[src/rtl/motor_cmd_dispatcher_if.sv]
// motor_cmd_dispatcher_if
//   Bundles the byte-stream and channel-load signals of the motor command
//   dispatcher.
//
//   Signals
//     rx_valid, rx_data   received UART byte, one-cycle qualifier
//     tx_busy             UART transmitter is busy
//     tx_start, tx_data   one-cycle request to transmit tx_data
//     ld_valid            one-hot, one-cycle load strobe per channel
//     ld_divider, ld_steps, ld_dir  shared command bus, valid with ld_valid
//
//   Handshake semantics: none of these paths carries back-pressure.
//   rx_valid and tx_start are single-cycle pulses, and their data is only
//   meaningful in the cycle the pulse is high. The dispatcher never pulses
//   tx_start while tx_busy is high. ld_valid is a one-cycle strobe, and the
//   ld_* bus holds its value until the next strobe.
//
//   Modports
//     master  the dispatcher side
//     slave   the UART/channel side
interface motor_cmd_dispatcher_if;
  logic        rx_valid;
  logic [7:0]  rx_data;
  logic        tx_busy;
  logic        tx_start;
  logic [7:0]  tx_data;
  logic [9:0]  ld_valid;
  logic [14:0] ld_divider;
  logic [14:0] ld_steps;
  logic        ld_dir;

  modport master (
    input  rx_valid, rx_data, tx_busy,
    output tx_start, tx_data, ld_valid, ld_divider, ld_steps, ld_dir
  );

  modport slave (
    output rx_valid, rx_data, tx_busy,
    input  tx_start, tx_data, ld_valid, ld_divider, ld_steps, ld_dir
  );
endinterface

[src/rtl/motor_cmd_dispatcher.sv]
// motor_cmd_dispatcher
//   Frames 5-byte motion commands from the UART receiver and loads each one
//   into its addressed motor channel. Each channel has a one-deep pending
//   flag. A status request (a single byte with low nibble F) is answered with
//   a 4-byte status frame, which is paced onto the UART transmitter.
//
//   Ports
//     CLK_SE_AR    system clock
//     rst          asynchronous reset, active-high
//     bus          rx/tx byte streams and channel load bus (master modport)
//     ch_active    per-channel activeMode; a rising edge clears pending
//     term         limit switches, active-low
//     pending      command loaded but not yet taken by the channel
//     err_drop     pulse: a complete packet was discarded
//     err_timeout  pulse: a partial packet was discarded on timeout
//     rxStateDbg   RX framing state, for observation
//     txStateDbg   TX status-frame state, for observation
module motor_cmd_dispatcher #(
  parameter int NUM_CH      = 10,
  parameter int TIMEOUT_CYC = 262143,
  parameter int BYTE_GAP    = 4095
) (
  input  logic                   CLK_SE_AR,
  input  logic                   rst,
  motor_cmd_dispatcher_if.master bus,
  input  logic [NUM_CH-1:0]      ch_active,
  input  logic [NUM_CH-1:0]      term,
  output logic [NUM_CH-1:0]      pending,
  output logic                   err_drop,
  output logic                   err_timeout,
  output logic [2:0]             rxStateDbg,
  output logic [2:0]             txStateDbg
);

  localparam int TO_W  = $clog2(TIMEOUT_CYC + 1);
  localparam int GAP_W = $clog2(BYTE_GAP + 1);

  typedef enum logic [2:0] {R_IDLE, R_B1, R_B2, R_B3, R_B4} rxState_t;
  typedef enum logic [2:0] {T_IDLE, T_S0, T_S1, T_S2, T_S3} txState_t;

  rxState_t rxState, rxNext;
  txState_t txState, txNext;

  logic [39:0]       cmd;
  logic [39:0]       newCmd;
  logic [3:0]        ch;
  logic [TO_W-1:0]   toCnt;
  logic [GAP_W-1:0]  gapCnt;
  logic [NUM_CH-1:0] chActiveQ;
  logic [NUM_CH-1:0] selMask;
  logic              statusReq;

  logic frameByte, lastByte, statusHit, toExpire, accept;
  logic txIssue, txLeave;
  logic [7:0] txByte;
  logic unusedCmdBits;

  assign rxStateDbg = rxState;
  assign txStateDbg = txState;

  // The fifth byte is decoded straight from the shift register's next value.
  // That lets the load strobe register on the same edge that takes the byte.
  assign newCmd  = {bus.rx_data, cmd[39:8]};
  assign selMask = NUM_CH'(1) << ch;
  assign accept  = (ch < 4'(NUM_CH)) && ((pending & selMask) == '0);
  // Bits that drop off the shift register, plus the ignored top bits.
  assign unusedCmdBits = ^{newCmd[39:35], newCmd[3:0], cmd[7:0]};

  always_comb begin
    rxNext    = rxState;
    frameByte = 1'b0;
    lastByte  = 1'b0;
    statusHit = 1'b0;
    toExpire  = 1'b0;
    if (bus.rx_valid) begin
      case (rxState)
        R_IDLE: begin
          if (bus.rx_data[3:0] == 4'hF) begin
            statusHit = 1'b1;
          end else begin
            frameByte = 1'b1;
            rxNext    = R_B1;
          end
        end
        R_B1:    begin frameByte = 1'b1; rxNext = R_B2; end
        R_B2:    begin frameByte = 1'b1; rxNext = R_B3; end
        R_B3:    begin frameByte = 1'b1; rxNext = R_B4; end
        R_B4:    begin frameByte = 1'b1; lastByte = 1'b1; rxNext = R_IDLE; end
        default: rxNext = R_IDLE;
      endcase
    end else if (rxState != R_IDLE && toCnt == '0) begin
      toExpire = 1'b1;
      rxNext   = R_IDLE;
    end
  end

  // Status bytes issue only when the gap has elapsed and the UART is idle.
  // Each byte samples pending/term in the cycle it is issued.
  always_comb begin
    txNext  = txState;
    txIssue = 1'b0;
    txLeave = 1'b0;
    txByte  = 8'h00;
    case (txState)
      T_IDLE: if (statusReq && !bus.tx_busy) begin
        txNext  = T_S0;
        txLeave = 1'b1;
      end
      T_S0: if (gapCnt == '0 && !bus.tx_busy) begin
        txIssue = 1'b1;
        txByte  = {3'b000, pending[4:0]};
        txNext  = T_S1;
      end
      T_S1: if (gapCnt == '0 && !bus.tx_busy) begin
        txIssue = 1'b1;
        txByte  = {3'b010, pending[9:5]};
        txNext  = T_S2;
      end
      T_S2: if (gapCnt == '0 && !bus.tx_busy) begin
        txIssue = 1'b1;
        txByte  = {3'b100, ~term[4:0]};
        txNext  = T_S3;
      end
      T_S3: if (gapCnt == '0 && !bus.tx_busy) begin
        txIssue = 1'b1;
        txByte  = {3'b110, ~term[9:5]};
        txNext  = T_IDLE;
      end
      default: txNext = T_IDLE;
    endcase
  end

  always_ff @(posedge CLK_SE_AR or posedge rst) begin
    if (rst) begin
      rxState        <= R_IDLE;
      txState        <= T_IDLE;
      cmd            <= '0;
      ch             <= '0;
      toCnt          <= '0;
      gapCnt         <= '0;
      chActiveQ      <= '0;
      statusReq      <= 1'b0;
      pending        <= '0;
      err_drop       <= 1'b0;
      err_timeout    <= 1'b0;
      bus.tx_start   <= 1'b0;
      bus.tx_data    <= '0;
      bus.ld_valid   <= '0;
      bus.ld_divider <= '0;
      bus.ld_steps   <= '0;
      bus.ld_dir     <= 1'b0;
    end else begin
      rxState <= rxNext;
      txState <= txNext;
      if (frameByte) cmd <= newCmd;
      if (frameByte && rxState == R_IDLE) ch <= bus.rx_data[3:0];

      if (bus.rx_valid)     toCnt <= TO_W'(TIMEOUT_CYC);
      else if (toCnt != '0) toCnt <= toCnt - TO_W'(1);
      err_timeout <= toExpire;

      bus.ld_valid <= (lastByte && accept) ? selMask : '0;
      err_drop     <= lastByte && !accept;
      if (lastByte && accept) begin
        bus.ld_divider <= newCmd[18:4];
        bus.ld_steps   <= newCmd[33:19];
        bus.ld_dir     <= newCmd[34];
      end

      // A new load wins over a same-cycle clear on the same channel.
      chActiveQ <= ch_active;
      pending   <= (pending & ~(ch_active & ~chActiveQ)) |
                   ((lastByte && accept) ? selMask : '0);

      // A request that arrives while a frame is running is remembered, so
      // at most one further frame is queued.
      statusReq <= statusHit | (statusReq & ~txLeave);

      // Reloading with BYTE_GAP-1 puts consecutive tx_start pulses exactly
      // BYTE_GAP cycles apart when the UART is not the limiting factor.
      if (txIssue)           gapCnt <= GAP_W'(BYTE_GAP - 1);
      else if (gapCnt != '0) gapCnt <= gapCnt - GAP_W'(1);
      bus.tx_start <= txIssue;
      if (txIssue) bus.tx_data <= txByte;
    end
  end

endmodule
[src/flat_wrapper.sv]
// flat-port wrapper written by rule: the top's interface ports become plain ports
module motor_cmd_dispatcher_flat 
#(
  parameter int NUM_CH      = 10,
  parameter int TIMEOUT_CYC = 262143,
  parameter int BYTE_GAP    = 4095
)
  (CLK_SE_AR, rst, ch_active, term, pending, err_drop, err_timeout, rxStateDbg, txStateDbg, bus_rx_valid, bus_rx_data, bus_tx_busy, bus_tx_start, bus_tx_data, bus_ld_valid, bus_ld_divider, bus_ld_steps, bus_ld_dir);
  motor_cmd_dispatcher_if bus_i ();
  input  logic CLK_SE_AR;
  input  logic rst;
  input  logic [NUM_CH-1:0] ch_active;
  input  logic [NUM_CH-1:0] term;
  output logic [NUM_CH-1:0] pending;
  output logic err_drop;
  output logic err_timeout;
  output logic [2:0] rxStateDbg;
  output logic [2:0] txStateDbg;
  input wire logic [$bits(bus_i.rx_valid)-1:0] bus_rx_valid;
  input wire logic [$bits(bus_i.rx_data)-1:0] bus_rx_data;
  input wire logic [$bits(bus_i.tx_busy)-1:0] bus_tx_busy;
  output wire logic [$bits(bus_i.tx_start)-1:0] bus_tx_start;
  output wire logic [$bits(bus_i.tx_data)-1:0] bus_tx_data;
  output wire logic [$bits(bus_i.ld_valid)-1:0] bus_ld_valid;
  output wire logic [$bits(bus_i.ld_divider)-1:0] bus_ld_divider;
  output wire logic [$bits(bus_i.ld_steps)-1:0] bus_ld_steps;
  output wire logic [$bits(bus_i.ld_dir)-1:0] bus_ld_dir;
  assign bus_i.rx_valid = bus_rx_valid;
  assign bus_i.rx_data = bus_rx_data;
  assign bus_i.tx_busy = bus_tx_busy;
  assign bus_tx_start = bus_i.tx_start;
  assign bus_tx_data = bus_i.tx_data;
  assign bus_ld_valid = bus_i.ld_valid;
  assign bus_ld_divider = bus_i.ld_divider;
  assign bus_ld_steps = bus_i.ld_steps;
  assign bus_ld_dir = bus_i.ld_dir;
  motor_cmd_dispatcher #(.NUM_CH(NUM_CH), .TIMEOUT_CYC(TIMEOUT_CYC), .BYTE_GAP(BYTE_GAP)) u_core (.CLK_SE_AR(CLK_SE_AR), .rst(rst), .bus(bus_i), .ch_active(ch_active), .term(term), .pending(pending), .err_drop(err_drop), .err_timeout(err_timeout), .rxStateDbg(rxStateDbg), .txStateDbg(txStateDbg));
endmodule
[config.mk]
export PLATFORM = sky130hd
export DESIGN_NAME = motor_cmd_dispatcher_flat
export DESIGN_NICKNAME = d
export VERILOG_FILES = /design/src/rtl/motor_cmd_dispatcher_if.sv /design/src/rtl/motor_cmd_dispatcher.sv /design/src/flat_wrapper.sv
export SDC_FILE = /design/constraint.sdc
export NUM_CORES = 1
export LEC_CHECK = 0
export CORE_MARGIN = 1
export CORE_UTILIZATION = 57
export DETAILED_ROUTE_END_ITERATION = 6
export PLACE_DENSITY = 0.85
export RECOVER_POWER = 100
export SKIP_LAST_GASP = 1
export SYNTH_ARGS = -nofsm -noshare
export SYNTH_HDL_FRONTEND = slang
export SYNTH_SLANG_ARGS = --single-unit
[constraint.sdc]
create_clock -name CLK_SE_AR -period 12.3 [get_ports CLK_SE_AR]
set_input_delay 3.075 -clock CLK_SE_AR [delete_from_list [all_inputs] [get_ports CLK_SE_AR]]
set_output_delay 3.075 -clock CLK_SE_AR [all_outputs]
set_load 0.02 [all_outputs]
==> flow_summary.yaml <==
die:
  die_w_um: 105
  die-height_um: 105
  core-area_sq_um: 10300
  row_count: 37
  die_area_sq_um: 11100
  start_util: 0.589
  ios: 100
drt:
  drt_pass1_iterations: 4
  via_count: 4390
  wire_per_inst_um: 17.8
  antenna_left: 0
  vias_per_cell: 5.82
  routed_wirelength_mm: 13.4
  drc_errors: 0
  drtIter0Drc: 250
logic_synthesis:
  netlist_area_sq_um: 6080
  postSynthNetCount: 551
  synth_area_leaders: "dfrtp_1, mux2_2, xor2_1, o21ai_0, nor2_1"
  synth_top_area_share: 0.576
  synth-seq-area-share: 0.576
  ys_warn_count: 0
  yosysMostFrequentCell: "dfrtp_1"
  synthCells: 515
  ys_top_cells_by_count: "dfrtp_1, mux2_2, nor2_1, o21ai_0, inv_1"
  synth_top_area_cell: "dfrtp_1"
  synth_cell_types: 53
  ys_seq_elements: 140
  ys.flop_type: "dfrtp_1"
  async_reset_ff_frac: 1.00
  syn_avg_cell_area_sq_um: 11.8
  synth_edf_count: 0
global_route:
  grt_pass1_vias: 4579
  grt_pass1_wl_mm: 22.6
  antenna_found_initial: 0
  grt_usage: 0.264
  gr-total-overflow: 0
  grt_max_degree: 80
place:
  gp_congestion: 0.773
  dp.cells: 725
  io_buffers: 98
  hpwlAfterDp_mm: 8.46
  place_area_sq_um: 7150
timing:
  fmax_mhz: 162
  finalSetupViolations: 0
  whs_ns: 0.484
  min_period_over_period: 0.502
  worst_pin_slew_ns: 2.66
  min_period_ns: 6.17
  hold_viol: 0
  relSlewSlack: -0.782
  report.final.slew_viol_count: 153
  tns_ns: 0
  rsz0062_at_grt: "no"
  finalClockSkew_ns: 0.00550
cells_and_area:
  layout-drive-gt1-share: 0.172
  regArea_sq_um: 3500
  multi_input_area_sq_um: 2360
  fin_area_sq_um: 7670
  antenna_cells: 0
  fillers: 700
  nNetsFinal: 644
  syn_to_final_growth_pct: 26.1
  final_cells: 754
clock_network:
  cts_setup_buffers: 0
  hold_buffers: 0
  clk_pin_slew_ns: 0.06
  clkLatencyLatePin_ns: 0.53
  cts_resized: 0
  cts_sinks: 140
  cts_root_buffer: "clkbuf_8"
  cts-htree-levels: 4
  cts_buffer_depth: 2
  cts_tree: "built"
  cts_made_buffers: 17
worst_setup_path:
  cp-end-kind: "register"
  worstPathRequired_ns: 12.71
  arrival_ns: 6.58
  reg2reg_depth: 6
  critPathLaunchType: "primary input"
  path_max_fanout: 51
  critPathKind: "primary input to register"
power_and_ir_drop:
  totalPowerFinal_mw: 1.51
  cellPowerDensity_nw_per_um2: 197
  peakVddDrop_v: 0.000150
  p_leak_nw: 3.34
status:
  outcome: "complete, but fails checks"
  violations: "capacitance limit, slew limit"
hold_path:
  hold_path_class: "register to register"
  hold_depth: 2
job:
  cap_violations: 4
[where the power goes]
group	internal, mW	leakage [nW]	switching, mW	total, mW
registers	0.563	1.69	0.0903	0.653
clock network	0.291	0.262	0.192	0.483
logic	0.187	1.39	0.192	0.379
[path summary, 6_finish.rpt]
path,slack [ns],from,to
max in group asynchronous,6.66,rst,u_core.toCnt[7]$_DFFE_PP0P_
worst max register to register,8.41,u_core.ch[3]$_DFFE_PP0P_,u_core.bus.ld_divider[3]$_DFFE_PP0P_
worst min register to register,0.48,u_core.chActiveQ[4]$_DFF_PP0_,u_core.pending[4]$_DFF_PP0_
worst min-delay path,0.48,u_core.chActiveQ[4]$_DFF_PP0_,u_core.pending[4]$_DFF_PP0_
worst max-delay path,6.13,bus_rx_valid,u_core.bus.ld_divider[3]$_DFFE_PP0P_
min in group asynchronous,3.74,rst,u_core.cmd[28]$_DFFE_PP0N_
[critical path: stages]
cell and delay, ns:
dlygate4sd3_1 0.81, nand3_1 0.22, nand4b_1 0.12, clkbuf_1 1.85, mux2_2 0.47
[layout make-up]
class	instances	share of cell area
sequential	140	0.457
tap	136	0.0222
timing repair buffer	101	0.130
multi-input combinational	324	0.308
clock inverter	10	0.0155
clock buffer	19	0.0563
inverter	24	0.0119
[layout by cell type (no fill, tap or decap), drive strengths merged, types with 12 or more instances in the layout]
| master | instances |
|---|---|
| dlygate4sd3 | 81 |
| inv | 25 |
| nor3 | 23 |
| o21ai | 26 |
| o31ai | 12 |
| clkdlybuf4s50 | 17 |
| nand2b | 16 |
| a21oi | 13 |
| nor2 | 32 |
| xor2 | 17 |
| nand2 | 19 |
| mux2 | 65 |
| dfrtp | 140 |
| clkbuf | 21 |
[sequential cells by signal, summed over array words and instances (netlist names)]
signal	cells
u_core.toCnt	18
u_core.ch	4
u_core.bus.ld_steps	15
u_core.gapCnt	12
u_core.rxStateDbg	3
u_core.statusReq	1
u_core.bus.tx_start	1
u_core.chActiveQ	10
u_core.bus.ld_valid	10
u_core.bus.tx_data	7
u_core.cmd	28
u_core.err_drop	1
u_core.bus.ld_divider	15
u_core.txStateDbg	3
u_core.pending	10
u_core.err_timeout	1
u_core.bus.ld_dir	1
[per-layer routing]
layer / wire length (um) / global-route usage
met3: 766 / 0.0705
met4: 215 / 0.0956
met2: 6900 / 0.433
met1: 5560 / 0.338
met5: 0 / 0
[per-stage QoR]
step                      setup WS [ns]   util
after detailed placement           7.01  0.692
after floorplan                    5.47      -
after global placement             7.07  0.692
after CTS                          7.23  0.746
final                              6.13  0.743
after global routing               5.92  0.743
[kinds of logic after synthesis]
family,Yosys count,synth area share
buffers and inverters,51,0.0335
other,1,0.000617
xor gates and xnor gates,20,0.0288
muxes,75,0.137
DFF,140,0.576
and+or+nand+nor,145,0.133
AOI/OAI and AO/OA,79,0.0827
adders and majority gates,4,0.00823
(Power assumes the default switching activity.)
